<file path="src/rtl/serial_subtractor_pkg.sv">
// Shared definitions for the serial subtractor.
// Contents: FSM state encoding (value 3 is unused and treated as IDLE) and a
// configuration sanity helper checking that DIGIT divides WIDTH.
package serial_subtractor_pkg;

    typedef enum logic [1:0] {
        ST_IDLE = 2'd0,
        ST_RUN  = 2'd1,
        ST_DONE = 2'd2,
        ST_RSVD = 2'd3
    } state_e;

    // True when a WIDTH/DIGIT pairing is usable by the serial datapath.
    function automatic bit digit_cfg_ok(input int width, input int digit);
        return (width >= 2) && (digit >= 1) && (digit <= width) && ((width % digit) == 0);
    endfunction

endpackage

</file>
<file path="src/rtl/serial_subtractor_sub_digit.sv">
// sub_digit: combinational DIGIT-bit ripple-borrow subtract slice.
// Ports:
//   a_i, b_i  DIGIT-bit operand slices (minuend, subtrahend)
//   bin_i     borrow into the least significant bit
//   d_o       DIGIT-bit difference slice
//   bout_o    borrow out of the most significant bit
module sub_digit #(
    parameter int DIGIT = 1
) (
    input  logic [DIGIT-1:0] a_i,
    input  logic [DIGIT-1:0] b_i,
    input  logic             bin_i,
    output logic [DIGIT-1:0] d_o,
    output logic             bout_o
);

    logic [DIGIT:0] br_s;

    // Ripple the borrow from LSB to MSB across the slice.
    always_comb begin
        br_s    = {(DIGIT+1){1'b0}};
        d_o     = {DIGIT{1'b0}};
        br_s[0] = bin_i;
        for (int i = 0; i < DIGIT; i++) begin
            d_o[i]    = a_i[i] ^ b_i[i] ^ br_s[i];
            // Borrow when a<b, or a==b with a borrow already pending.
            br_s[i+1] = (~a_i[i] & b_i[i]) | (~(a_i[i] ^ b_i[i]) & br_s[i]);
        end
        bout_o = br_s[DIGIT];
    end

endmodule

</file>
<file path="src/rtl/serial_subtractor.sv">
// serial_subtractor: computes D = A - B - Bin over WIDTH bits, DIGIT bits per
// clock LSB-first, with a start/busy/done handshake and signed overflow flag.
// Ports:
//   clk_i     rising-edge clock
//   rst_n_i   synchronous active-low reset
//   start_i   operation request, honoured only in IDLE
//   a_i, b_i  minuend / subtrahend, captured on accepted start
//   bin_i     borrow-in, captured on accepted start
//   busy_o    high in RUN and DONE
//   done_o    one-cycle pulse, results valid
//   d_o       difference mod 2^WIDTH
//   bout_o    final unsigned borrow
//   ovf_o     signed overflow
module serial_subtractor
    import serial_subtractor_pkg::*;
#(
    parameter int WIDTH = 8,
    parameter int DIGIT = 1
) (
    input  logic             clk_i,
    input  logic             rst_n_i,
    input  logic             start_i,
    input  logic [WIDTH-1:0] a_i,
    input  logic [WIDTH-1:0] b_i,
    input  logic             bin_i,
    output logic             busy_o,
    output logic             done_o,
    output logic [WIDTH-1:0] d_o,
    output logic             bout_o,
    output logic             ovf_o
);

    localparam bit CFG_OK = digit_cfg_ok(WIDTH, DIGIT);
    localparam int N      = WIDTH / DIGIT;
    localparam int CNT_W  = (N > 1) ? $clog2(N) : 1;
    localparam logic [CNT_W-1:0] CNT_LAST = CNT_W'(N - 1);

    if (!CFG_OK) begin : g_cfg_check
        $error("serial_subtractor: DIGIT must divide WIDTH and WIDTH must be >= 2");
    end

    state_e             state_q;
    logic [CNT_W-1:0]   cnt_q;
    logic [WIDTH-1:0]   a_sr_q, b_sr_q;
    logic               borrow_q;
    logic               a_msb_q, b_msb_q;
    logic [WIDTH-1:0]   d_q;
    logic               bout_q, ovf_q, done_q, busy_q;

    logic               run_s, load_s;
    logic [DIGIT-1:0]   slice_d_s;
    logic               slice_bout_s;
    logic [WIDTH-1:0]   a_sr_d, b_sr_d, acc_d;
    logic               ovf_d;

    // The reserved encoding behaves exactly like IDLE.
    assign run_s  = (state_q == ST_RUN);
    assign load_s = (state_q != ST_RUN) && (state_q != ST_DONE) && start_i;

    sub_digit #(.DIGIT(DIGIT)) u_sub_digit (
        .a_i    (a_sr_q[DIGIT-1:0]),
        .b_i    (b_sr_q[DIGIT-1:0]),
        .bin_i  (borrow_q),
        .d_o    (slice_d_s),
        .bout_o (slice_bout_s)
    );

    assign a_sr_d = a_sr_q >> DIGIT;
    assign b_sr_d = b_sr_q >> DIGIT;

    // Only the upper WIDTH-DIGIT accumulator bits need storage; the newest
    // slice is always taken straight from the subtract slice.
    if (DIGIT == WIDTH) begin : g_acc_full
        assign acc_d = slice_d_s;
    end else begin : g_acc_part
        logic [WIDTH-DIGIT-1:0] acc_q;

        assign acc_d = {slice_d_s, acc_q};

        // Accumulator shifts in result slices from the top during RUN.
        always_ff @(posedge clk_i) begin
            if (!rst_n_i) begin
                acc_q <= {(WIDTH-DIGIT){1'b0}};
            end else if (load_s) begin
                acc_q <= {(WIDTH-DIGIT){1'b0}};
            end else if (run_s) begin
                acc_q <= acc_d[WIDTH-1:DIGIT];
            end else begin
                acc_q <= acc_q;
            end
        end
    end

    // Overflow only when operand signs differ and the result sign leaves A's.
    assign ovf_d = (a_msb_q ^ b_msb_q) & (acc_d[WIDTH-1] ^ a_msb_q);

    // Control FSM, digit counter, operand shift registers and output registers.
    always_ff @(posedge clk_i) begin
        if (!rst_n_i) begin
            state_q  <= ST_IDLE;
            cnt_q    <= {CNT_W{1'b0}};
            a_sr_q   <= {WIDTH{1'b0}};
            b_sr_q   <= {WIDTH{1'b0}};
            borrow_q <= 1'b0;
            a_msb_q  <= 1'b0;
            b_msb_q  <= 1'b0;
            d_q      <= {WIDTH{1'b0}};
            bout_q   <= 1'b0;
            ovf_q    <= 1'b0;
            done_q   <= 1'b0;
            busy_q   <= 1'b0;
        end else begin
            case (state_q)
                ST_RUN: begin
                    a_sr_q   <= a_sr_d;
                    b_sr_q   <= b_sr_d;
                    borrow_q <= slice_bout_s;
                    cnt_q    <= cnt_q + CNT_W'(1);
                    if (cnt_q == CNT_LAST) begin
                        state_q <= ST_DONE;
                        done_q  <= 1'b1;
                        d_q     <= acc_d;
                        bout_q  <= slice_bout_s;
                        ovf_q   <= ovf_d;
                    end
                end
                ST_DONE: begin
                    state_q <= ST_IDLE;
                    done_q  <= 1'b0;
                    busy_q  <= 1'b0;
                end
                default: begin
                    done_q <= 1'b0;
                    if (start_i) begin
                        state_q  <= ST_RUN;
                        busy_q   <= 1'b1;
                        cnt_q    <= {CNT_W{1'b0}};
                        a_sr_q   <= a_i;
                        b_sr_q   <= b_i;
                        borrow_q <= bin_i;
                        a_msb_q  <= a_i[WIDTH-1];
                        b_msb_q  <= b_i[WIDTH-1];
                    end else begin
                        state_q <= ST_IDLE;
                        busy_q  <= 1'b0;
                    end
                end
            endcase
        end
    end

    assign busy_o = busy_q;
    assign done_o = done_q;
    assign d_o    = d_q;
    assign bout_o = bout_q;
    assign ovf_o  = ovf_q;

endmodule

</file>
<file path="config.mk">
export PLATFORM = sky130hd
export DESIGN_NAME = serial_subtractor
export DESIGN_NICKNAME = d
export VERILOG_FILES = /design/src/rtl/serial_subtractor_pkg.sv /design/src/rtl/serial_subtractor_sub_digit.sv /design/src/rtl/serial_subtractor.sv
export SDC_FILE = /design/constraint.sdc
export NUM_CORES = 1
export LEC_CHECK = 0
export BUFFER_PORTS_ARGS = -buffer_cell sky130_fd_sc_hd__buf_4
export CORE_MARGIN = 2
export CORE_UTILIZATION = 59
export CTS_BUF_LIST = sky130_fd_sc_hd__clkbuf_8 sky130_fd_sc_hd__clkbuf_16
export CTS_CLUSTER_DIAMETER = 50
export DETAILED_ROUTE_END_ITERATION = 6
export PLACE_DENSITY = 0.83
export SETUP_SLACK_MARGIN = 0.5
export SYNTH_ARGS = -nofsm -noshare
export SYNTH_HDL_FRONTEND = slang
export SYNTH_SLANG_ARGS = --single-unit
export TNS_END_PERCENT = 30
</file>
<file path="constraint.sdc">
create_clock -name clk_i -period 3.1 [get_ports clk_i]
set_clock_uncertainty 0.05 [all_clocks]
set_input_delay 0.62 -clock clk_i [delete_from_list [all_inputs] [get_ports clk_i]]
set_output_delay 0.62 -clock clk_i [all_outputs]
set_load 0.005 [all_outputs]
</file>
==> metrics.md, run 1 <==
| Metric | Value |
|---|---|
| Die area | about 3800 sq um |
| Simple logic cell fraction of the synthesized area | 0.158 |
| Mapped Area | about 1900 sq um |
| Post-synthesis register bit count | between 40 and 50 |
| Vias in the first global route | approximately 1500 |
| Cells along the critical path | inv_1 > ha_1 > buf_4 > o21ba_4 > nor2_2 > a211oi_2 |
| Endpoints failing hold | 0 |
| GP Congestion | 0.739 |
| Syn Nets | between 200 and 250 |
| HPWL Detailed | about 2700 microns |
| Fraction of layout cells with a size suffix above 1 | 0.332 |
| Layout Cells excl Fill | roughly 270 |
| Pin count of the biggest net entering global routing | 33 |
| Root Buffer Master | clkbuf_8 |
| Htree depth | 2 |
| Total grt overflow | 0 |
| Final setup viols | 0 |
| Pleak | 0.000872 uW |
| Post-DP Area | approximately 2100 sq um |
| Final wirelength | around 3700 microns |
| TNS Setup | 0 ns |
| ANT nets after route | 0 |
| Fin. max-slew vios | 0 |
| Nets | roughly 250 |
| RSZ-0062 raised after global routing | no |
| Most frequent cells in the layout | 43 x dfxtp_1, 34 x buf_4, 23 x mux2i_1, 21 x nand2_1, 17 x a21oi_1 |
| Synth Flop Type | dfxtp_1 |
| Synth Area in XOR/XNOR | 0 |
| Ys Warns | 0 |
| Critical Path RT | between 3 and 4 ns |
| Async set-reset flop share out of synthesis | 0 |
| Top-area cell type share of the netlist area | 0.442 |
| Clock Path Buffers | 2 |
| Cells after DPL | roughly 260 |
| Vias | ~1400 |
| Synth area leaders | dfxtp_1 44%, mux2i_1 12%, a211oi_2 9.6% |
| # fillers | about 250 |
| Sequential area share after synthesis | 0.442 |
| Initial Utilization | 0.627 |
| DRT iter0 DRCs | 59 |
| Fin area | ~2200 sq um |
| Slew headroom | 0.633 |
| Largest family of logic cells by synthesized area | compound AO/OA/AOI/OAI gates |
| ANT cells | 0 |
| Complex-gate fraction of the synthesized area | 0.175 |
| Drc violations | 0 |
| Mapped Cells | 193 |
| CTS tree | built |
| Mux cell area share after synthesis | 0.118 |
| Post-Synth Adder-Cell Area | 0.0360 |
| Tightest Pin Transition | about 0.55 ns |
| GRT Util Overall | 0.221 |
| Port-buffer cells | 31 |
| Final period utilization | 0.599 |
| Die width | ~61 microns |
| Worst hold path class | reg -> reg |
| Max frequency | roughly 540 MHz |
| Clk sinks | 43 |
| Outcome | finished, final reports clean |
| First-pass GRT wire length | a little over 6000 microns |
| Max-cap violations | 0 |
| Minimum clock period | between 1.5 and 2 ns |
| Clock buffer count from CTS | 5 |
| Worst setup SP type | flop |
| Worst path max stage delay | roughly 0.55 ns |
| Maximum VDD drop | around 0.00033 V |
| Count of cell types in the netlist | 31 |
| Hold buffers post-CTS | 0 |
| Initial antenna violation count | 0 |
| Area leader, netlist | dfxtp_1 |
| Commonest non-fill, non-tap cell in the layout | dfxtp_1 |
| Clk pin slew, worst setup/hold paths | about 0.08 ns |
| Worst-Skew Late Latency | 0.29 ns |
| CP max-delay cell | o21ba_4 |
| Syn_area_per_cell | 10.1 sq um |
| CP arrival | 2.02 ns |
| Power Density | approximately 500 nW/um^2 |
| R2R Setup Slk | around 1.2 ns |
| Synthesis-to-layout area growth | 14.6% |
| Setup bufs post-CTS | 0 |
| Critical setup path kind | reg -> reg |
| Std-Cell Core Area | a little over 3000 sq um |
| 1st-pass router iterations | 4 |
| Die Ht | about 60 microns |
| CP Capture Type | flop |
| PnR Total Power | between 1000 and 1500 uW |
| Post-synth EDFFs | 0 |
| WHS | between 0.4 and 0.5 ns |
| Io pins | 32 |
| Core Rows | 20 |
| Worst Path Max Fanout | 30 |
| Vias per Instance | 5.34 |
| Post-cts resize count | 0 |
| WL/cell | between 10 and 15 microns |
[logic make-up after synthesis]
logic type / count (synthesis)
AO/OA/AOI/OAI: 41
multiplexers: 23
AND/OR/NAND/NOR: 62
flip-flops: 43
adder cells (fa/ha/maj): 5
buffers and inverters: 19
[critical path: cells and delay by family (launching register included)]
kind | cells | cell delay (ns)
fa+ha+maj | 1 | 0.19
compound gates | 2 | 0.75
buf+inv | 2 | 0.38
simple gates | 1 | 0.07
flops | 1 | 0.32
[cell type report]
| cell class | count | area [sq um] | share of cell area |
|---|---|---|---|
| Multi-Input combinational cell | 131 | 950 | 0.426 |
| Sequential cell | 43 | 861 | 0.386 |
| Timing Repair Buffer | 34 | 255 | 0.114 |
| Clock buffer | 5 | 68.8 | 0.0308 |
| Tap cell | 44 | 55.1 | 0.0247 |
| Inverter | 7 | 26.3 | 0.0118 |
| Clock inverter | 3 | 15.0 | 0.00673 |
[worst paths after layout]
kind | startpoint | endpoint | cells past startpoint
max | state_q[1]$_SDFFE_PN0P_ | a_sr_q[4]$_SDFFE_PN0P_ | 6
min | d_o[6]$_SDFFE_PN0P_ | d_o[6]$_SDFFE_PN0P_ | 2
max reg2reg | state_q[1]$_SDFFE_PN0P_ | a_sr_q[4]$_SDFFE_PN0P_ | 6
min reg2reg | d_o[6]$_SDFFE_PN0P_ | d_o[6]$_SDFFE_PN0P_ | 2
[state kept, by name, indices dropped and copies added, names as in the netlist]
| register | cells |
|---|---|
| state_q | 2 |
| d_o | 8 |
| ovf_o | 1 |
| done_o | 1 |
| b_msb_q | 1 |
| bout_o | 1 |
| borrow_q | 1 |
| busy_o | 1 |
| a_sr_q | 8 |
| a_msb_q | 1 |
| g_acc_part.acc_q | 7 |
| cnt_q | 3 |
| b_sr_q | 8 |
[power by group]
part / total [uW] / internal, uW / switching (uW)
clock network: 337 / 154 / 183
logic: 153 / 71.7 / 81.0
registers: 594 / 577 / 17.3
total: 1080 / 803 / 281
[routing by layer]
layer	up-vias	GRT usage	share of wire
met5	-	0	0
met4	0	0.109	0.022
met3	9	0.0525	0.035
met2	32	0.422	0.54
met1	669	0.222	0.40
li1	717	-	-
[synth_stat cells (4+ instances only)]
| library cell | instances |
|---|---|
| inv_1 | 7 |
| ha_1 | 4 |
| nand2_1 | 21 |
| nor2_2 | 15 |
| nor2_1 | 16 |
| a21oi_1 | 17 |
| dfxtp_1 | 43 |
| mux2i_1 | 23 |
| a211oi_2 | 15 |
| buf_4 | 4 |
[stage by stage]
step | setup WS [ns] | utilization
final | 1.24 | 0.719
after global routing | 1.11 | 0.719
after CTS | 1.24 | 0.719
after detailed placement | 1.25 | 0.692
after global placement | 1.40 | 0.692
after floorplan | 1.67 | -
Power figures use the tool's default switching activity.
==> inputs of run 2 (changes only) <==
Settings changed: CORE_UTILIZATION 59 to 50, PLACE_DENSITY 0.83 to 0.75.
Clock period 3.1 ns to 1.5 ns, I/O delays scaled along.
==> run 2 against run 1 <==
Compared with the run above: hold slack got worse by 0.22 ns; clock-buffer cell count is 2 higher; register-to-register slack got worse by 1.2 ns; first-iteration DRC count increased by 15%; maximum frequency rose by 29%; largest cell class unchanged; setup slack got worse by 1.2 ns; sequential share of layout area fell by 5.8 points; critical endpoint is now ovf_o$_SDFFE_PN0P_; combinational power rose to 3.0 times the previous value; flip-flop and latch count did not move; utilization decreased by 0.48 points; critical path depth shrank 1; clock power increased by 130%; largest power group unchanged.
==> metrics.md, run 2 (synthesis results as in run 1) <==
| Metric | Value |
|---|---|
| Outcome | finished, final reports clean |
| Maximum VDD drop | between 0.0006 and 0.0007 V |
| Commonest non-fill, non-tap cell in the layout | dfxtp_1 |
| Root Buffer Master | clkbuf_8 |
| RSZ-0062 raised after global routing | yes |
| Synthesis-to-layout area growth | 36.3% |
| Power Density | just over 900 nW/um^2 |
| DRT iter0 DRCs | between 60 and 70 |
| Std-Cell Core Area | approximately 3700 sq um |
| Initial Utilization | 0.524 |
| Final setup viols | 0 |
| GRT Util Overall | 0.203 |
| Pin count of the biggest net entering global routing | 24 |
| Die area | between 4000 and 5000 sq um |
| Fraction of layout cells with a size suffix above 1 | 0.464 |
| Io pins | 32 |
| Critical Path RT | 1.63 ns |
| Minimum clock period | between 1 and 1.5 ns |
| Clock Path Buffers | 2 |
| Critical setup path kind | reg -> reg |
| Pleak | ~0.0010 uW |
| Hold buffers post-CTS | 0 |
| First-pass GRT wire length | between 6000 and 7000 microns |
| Fin. max-slew vios | 0 |
| Nets | around 260 |
| Worst hold path class | in -> reg |
| ANT cells | 0 |
| Die width | 66.4 microns |
| Worst R2R Start | borrow_q$_SDFFE_PN0P_ |
| Hold Path Depth | 2 |
| Htree depth | 2 |
| R2R Path End | ovf_o$_SDFFE_PN0P_ |
| Vias per Instance | around 5.2 |
| Met2 Use GR | 0.344 |
| Endpoints failing hold | 0 |
| Max-cap violations | 0 |
| TNS Setup | 0 ns |
| Worst-Skew Late Latency | around 0.3 ns |
| WL/cell | 14.3 microns |
| Most frequent cells in the layout | 37 x dfxtp_1, 36 x buf_4, 21 x nand2_1, 20 x mux2i_1, 17 x a21oi_1 |
| Die Ht | between 60 and 70 microns |
| FF-to-FF path depth | 5 |
| Layout Cells excl Fill | 287 |
| Clock buffer count from CTS | 5 |
| Vias in the first global route | 1396 |
| Drc violations | 0 |
| Total grt overflow | 0 |
| GP Congestion | between 0.7 and 0.8 |
| HPWL Detailed | ~2600 microns |
| Max frequency | about 690 MHz |
| Critical hold path startpoint | rst_n_i |
| CP Capture Type | flop |
| R2R Setup Slk | 0.06 ns |
| PnR Total Power | ~2500 uW |
| M3 GR Usage | 0.0596 |
| Fin area | ~2700 sq um |
| Worst Path Max Fanout | 4 |
| Vias | 1496 |
| Final wirelength | between 4000 and 5000 microns |
| Slew headroom | 0.831 |
| CP arrival | 1.57 ns |
| Core Rows | 22 |
| GRT met1 Usage | 0.250 |
| 1st-pass router iterations | 4 |
| Final period utilization | 0.961 |
| Cells after DPL | about 270 |
| Worst min-delay path endpoint | state_q[0]$_SDFFE_PN0P_ |
| Clk pin slew, worst setup/hold paths | roughly 0.080 ns |
| Tightest Pin Transition | around 0.25 ns |
| CTS tree | built |
| ANT nets after route | 0 |
| GR peak layer | met2 |
| Post-DP Area | 2320 sq um |
| Clk sinks | 43 |
| Initial antenna violation count | 0 |
| Worst setup SP type | flop |
| Port-buffer cells | 31 |
-- run 2: changes by cell type in the layout (fill, tap and decap cells not counted), moves of 4 or more --
cell     delta
buf_12      +8
dfxtp_1     -6
dfxtp_2     +5
ha_1        -4
ha_4        +4
nor2_4      +4
-- run 2: power by group --
| group | total (uW) | internal, uW | switching [uW] |
|---|---|---|---|
| clock network | 788 | 413 | 374 |
| logic | 460 | 254 | 205 |
| registers | 1240 | 1190 | 42.3 |
| total | 2480 | 1860 | 622 |
-- run 2: worst max path at each step --
stage	from	endpoint	depth (start not counted)
2_1_floorplan	borrow_q$_SDFFE_PN0P_	ovf_o$_SDFFE_PN0P_	5
3_3_place_gp	borrow_q$_SDFFE_PN0P_	ovf_o$_SDFFE_PN0P_	5
3_5_place_dp	state_q[1]$_SDFFE_PN0P_	cnt_q[1]$_SDFFE_PN0P_	6
4_1_cts	borrow_q$_SDFFE_PN0P_	ovf_o$_SDFFE_PN0P_	5
5_1_grt	state_q[1]$_SDFFE_PN0P_	b_sr_q[6]$_SDFFE_PN0P_	6
6_report	borrow_q$_SDFFE_PN0P_	ovf_o$_SDFFE_PN0P_	5
-- run 2: stage by stage --
stage          setup WS (ns)  utilization  hold WS [ns]
2_1_floorplan          0.132            -         0.367
3_3_place_gp           0.101        0.623         0.395
3_5_place_dp          0.0653        0.623         0.401
4_1_cts               0.0762        0.697         0.188
5_1_grt               0.0326        0.714         0.189
6_report              0.0590        0.714         0.185
-- run 2: cell type report --
type | count | area [sq um]
clock inverter | 1 | 3.75
clock buffer | 7 | 96.3
inverter | 7 | 26.3
fill | 279 | 1060
multi-input combinational | 132 | 1060
sequential | 43 | 871
timing repair buffer | 49 | 533
tap | 48 | 60.1
-- run 2: worst max-delay path: stages, from the launching register on --
cell and delay [ns]:
dfxtp_2 0.34, inv_2 0.04, fa_1 0.53, and3b_1 0.19, a21oi_1 0.11, a21oi_1 0.07
-- run 2: what timing repair did --
| action | CTS | global route |
|---|---|---|
| resized for setup | 13 | 6 |
| setup buffers | 4 | 3 |
| endpoints found under the setup margin | 55 | 55 |
| pin swaps | 4 | 8 |
| gates cloned | 3 | 1 |
-- run 2: per-layer routing --
metal  wire, microns  vias to the layer above
li1                -                      755
met1            1870                      711
met2            2030                       24
met3             136                        6
met4              51                        0
met5               0                        -
==> inputs of run 3 (changes only) <==
Settings changed: PLACE_DENSITY 0.75 to 0.79.
==> run 3 against run 2 <==
Compared with the run above: register-to-register slack lost 0.08 ns; the run now ends with setup timing left; global-route usage fell by 0.88 points; clock power down 6.3%; cell count grew 1.7%; hold slack improved by 0.021 ns; sequential share of layout area up 0.30 points; cell area is 1.2% lower; critical path depth stayed put; utilization fell by 0.84 points; die area is the same; critical endpoint unchanged; routed wire length is 2.4% higher.
==> metrics.md, run 3 (synthesis results as in run 1) <==
| Metric | Value |
|---|---|
| Outcome | finished, violations left |
| Failing checks | setup timing |
| Worst hold path class | in -> reg |
| Total grt overflow | 0 |
| Worst min-delay path endpoint | state_q[0]$_SDFFE_PN0P_ |
| HPWL Detailed | 2380 microns |
| Final setup viols | 1 |
| Fin area | roughly 2600 sq um |
| Io pins | 32 |
| GP Congestion | roughly 0.7 |
| Htree depth | 2 |
| Max-cap violations | 0 |
| Slew headroom | 0.831 |
| Most frequent cells in the layout | 44 x buf_4, 37 x dfxtp_1, 23 x mux2i_1, 18 x nand2_1 |
| Pleak | between 0.001 and 0.0015 uW |
| CP Capture Type | flop |
| Nets | 268 |
| Fraction of layout cells with a size suffix above 1 | 0.484 |
| Commonest non-fill, non-tap cell in the layout | buf_4 |
| Clock buffer count from CTS | 5 |
| CP arrival | roughly 1.7 ns |
| Clk pin slew, worst setup/hold paths | 0.09 ns |
| ANT nets after route | 0 |
| PnR Total Power | ~2400 uW |
| Drc violations | 0 |
| WL/cell | approximately 14 microns |
| Worst path max stage delay | approximately 0.5 ns |
| First-pass GRT wire length | between 6000 and 7000 microns |
| Layout Utilization | 0.706 |
| Die area | 4410 sq um |
| Critical Path RT | 1.64 ns |
| Worst-Skew Late Latency | approximately 0.30 ns |
| RSZ-0062 raised after global routing | yes |
| Hold buffers post-CTS | 0 |
| Port-buffer cells | 31 |
| Core Rows | 22 |
| Pin count of the biggest net entering global routing | 33 |
| CTS tree | built |
| Vias | 1489 |
| Critical setup path kind | reg -> reg |
| R2R Setup Slk | -0.02 ns |
| Tightest Pin Transition | between 0.2 and 0.3 ns |
| Initial antenna violation count | 0 |
| Maximum VDD drop | ~0.00062 V |
| Power Density | about 930 nW/um^2 |
| DRT iter0 DRCs | 64 |
| Fin. max-slew vios | 0 |
| Vias in the first global route | 1358 |
| 1st-pass router iterations | 4 |
| Buf/Inv on CP | 1 |
| Clk sinks | 43 |
| Crit path top cell by count | a21oi_2 |
| Cells along the critical path | inv_2 > fa_1 > and3b_1 > a21oi_2 > a21oi_2 |
| Root Buffer Master | clkbuf_8 |
| WHS | roughly 0.2 ns |
| Die Ht | 66.4 microns |
| Endpoints failing hold | 0 |
| # fillers | about 280 |
| Std-Cell Core Area | approximately 3700 sq um |
| Minimum clock period | ~1.5 ns |
| Die width | ~66 microns |
| Worst setup SP type | flop |
| GRT Util Overall | 0.194 |
| Vias per Instance | 5.10 |
| Synthesis-to-layout area growth | 34.7% |
| R2R Path End | ovf_o$_SDFFE_PN0P_ |
| CP max-delay cell | fa_1 |
| Initial Utilization | 0.524 |
| Max frequency | ~660 MHz |
| FF-to-FF path depth | 5 |
| CP top delay family | adder cells |
| Clock Path Buffers | 2 |
| Critical hold path startpoint | rst_n_i |
| Post-DP Area | between 2000 and 2500 sq um |
| Worst Path Max Fanout | 3 |
| Worst setup margin | -0.0180 ns |
| Worst R2R Start | borrow_q$_SDFFE_PN0P_ |
| ANT cells | 0 |
| Hold Path Depth | 2 |
| Final period utilization | 1.01 |
| Final wirelength | roughly 4200 microns |
-- run 3: layout make-up --
class	count	area (sq um)	share of cell area
multi-input combinational	132	1060	0.405
sequential	43	868	0.331
timing repair buffer	54	517	0.197
clock buffer	5	68.8	0.0262
tap	48	60.1	0.0229
inverter	7	26.3	0.0100
clock inverter	3	20.0	0.00763
-- run 3: per-layer routing --
layer	vias up	wire length, microns	global-route usage	part of all wire
met5	-	0	0	0
met4	0	88	0.0740	0.021
met3	6	121	0.0477	0.029
met2	30	2120	0.299	0.51
met1	695	1860	0.261	0.44
li1	758	-	-	-
-- run 3: worst max-delay path by stage --
stage                            start                endpoint  slack (ns)  cells after the start
6_report         borrow_q$_SDFFE_PN0P_      ovf_o$_SDFFE_PN0P_       -0.02                      5
5_1_grt          borrow_q$_SDFFE_PN0P_      ovf_o$_SDFFE_PN0P_       -0.03                      5
4_1_cts        state_q[0]$_SDFFE_PN0P_  a_sr_q[2]$_SDFFE_PN0P_        0.09                      6
3_3_place_gp     borrow_q$_SDFFE_PN0P_      ovf_o$_SDFFE_PN0P_        0.11                      5
2_1_floorplan    borrow_q$_SDFFE_PN0P_      ovf_o$_SDFFE_PN0P_        0.13                      5
3_5_place_dp     borrow_q$_SDFFE_PN0P_      ovf_o$_SDFFE_PN0P_        0.08                      5
-- run 3: repair_timing --
item	CTS	global route
endpoints found under the setup margin	54	55
pin swaps	6	3
resized for setup	16	4
setup buffers	9	6
cloned	2	1
-- run 3: stage by stage --
stage	std cells	setup slack [ns]	setup TNS (ns)
6_report	292	-0.0180	-0.0180
5_1_grt	292	-0.0339	-0.0339
4_1_cts	285	0.0949	0
3_5_place_dp	266	0.0813	0
3_3_place_gp	266	0.107	0
2_1_floorplan	193	0.132	0
-- run 3: power by group --
group          internal [uW]  switching, uW  leakage [uW]
Clock                    324            414     0.0000402
Sequential              1190           43.0      0.000354
Combinational            246            208      0.000613
Total                   1760            665       0.00101
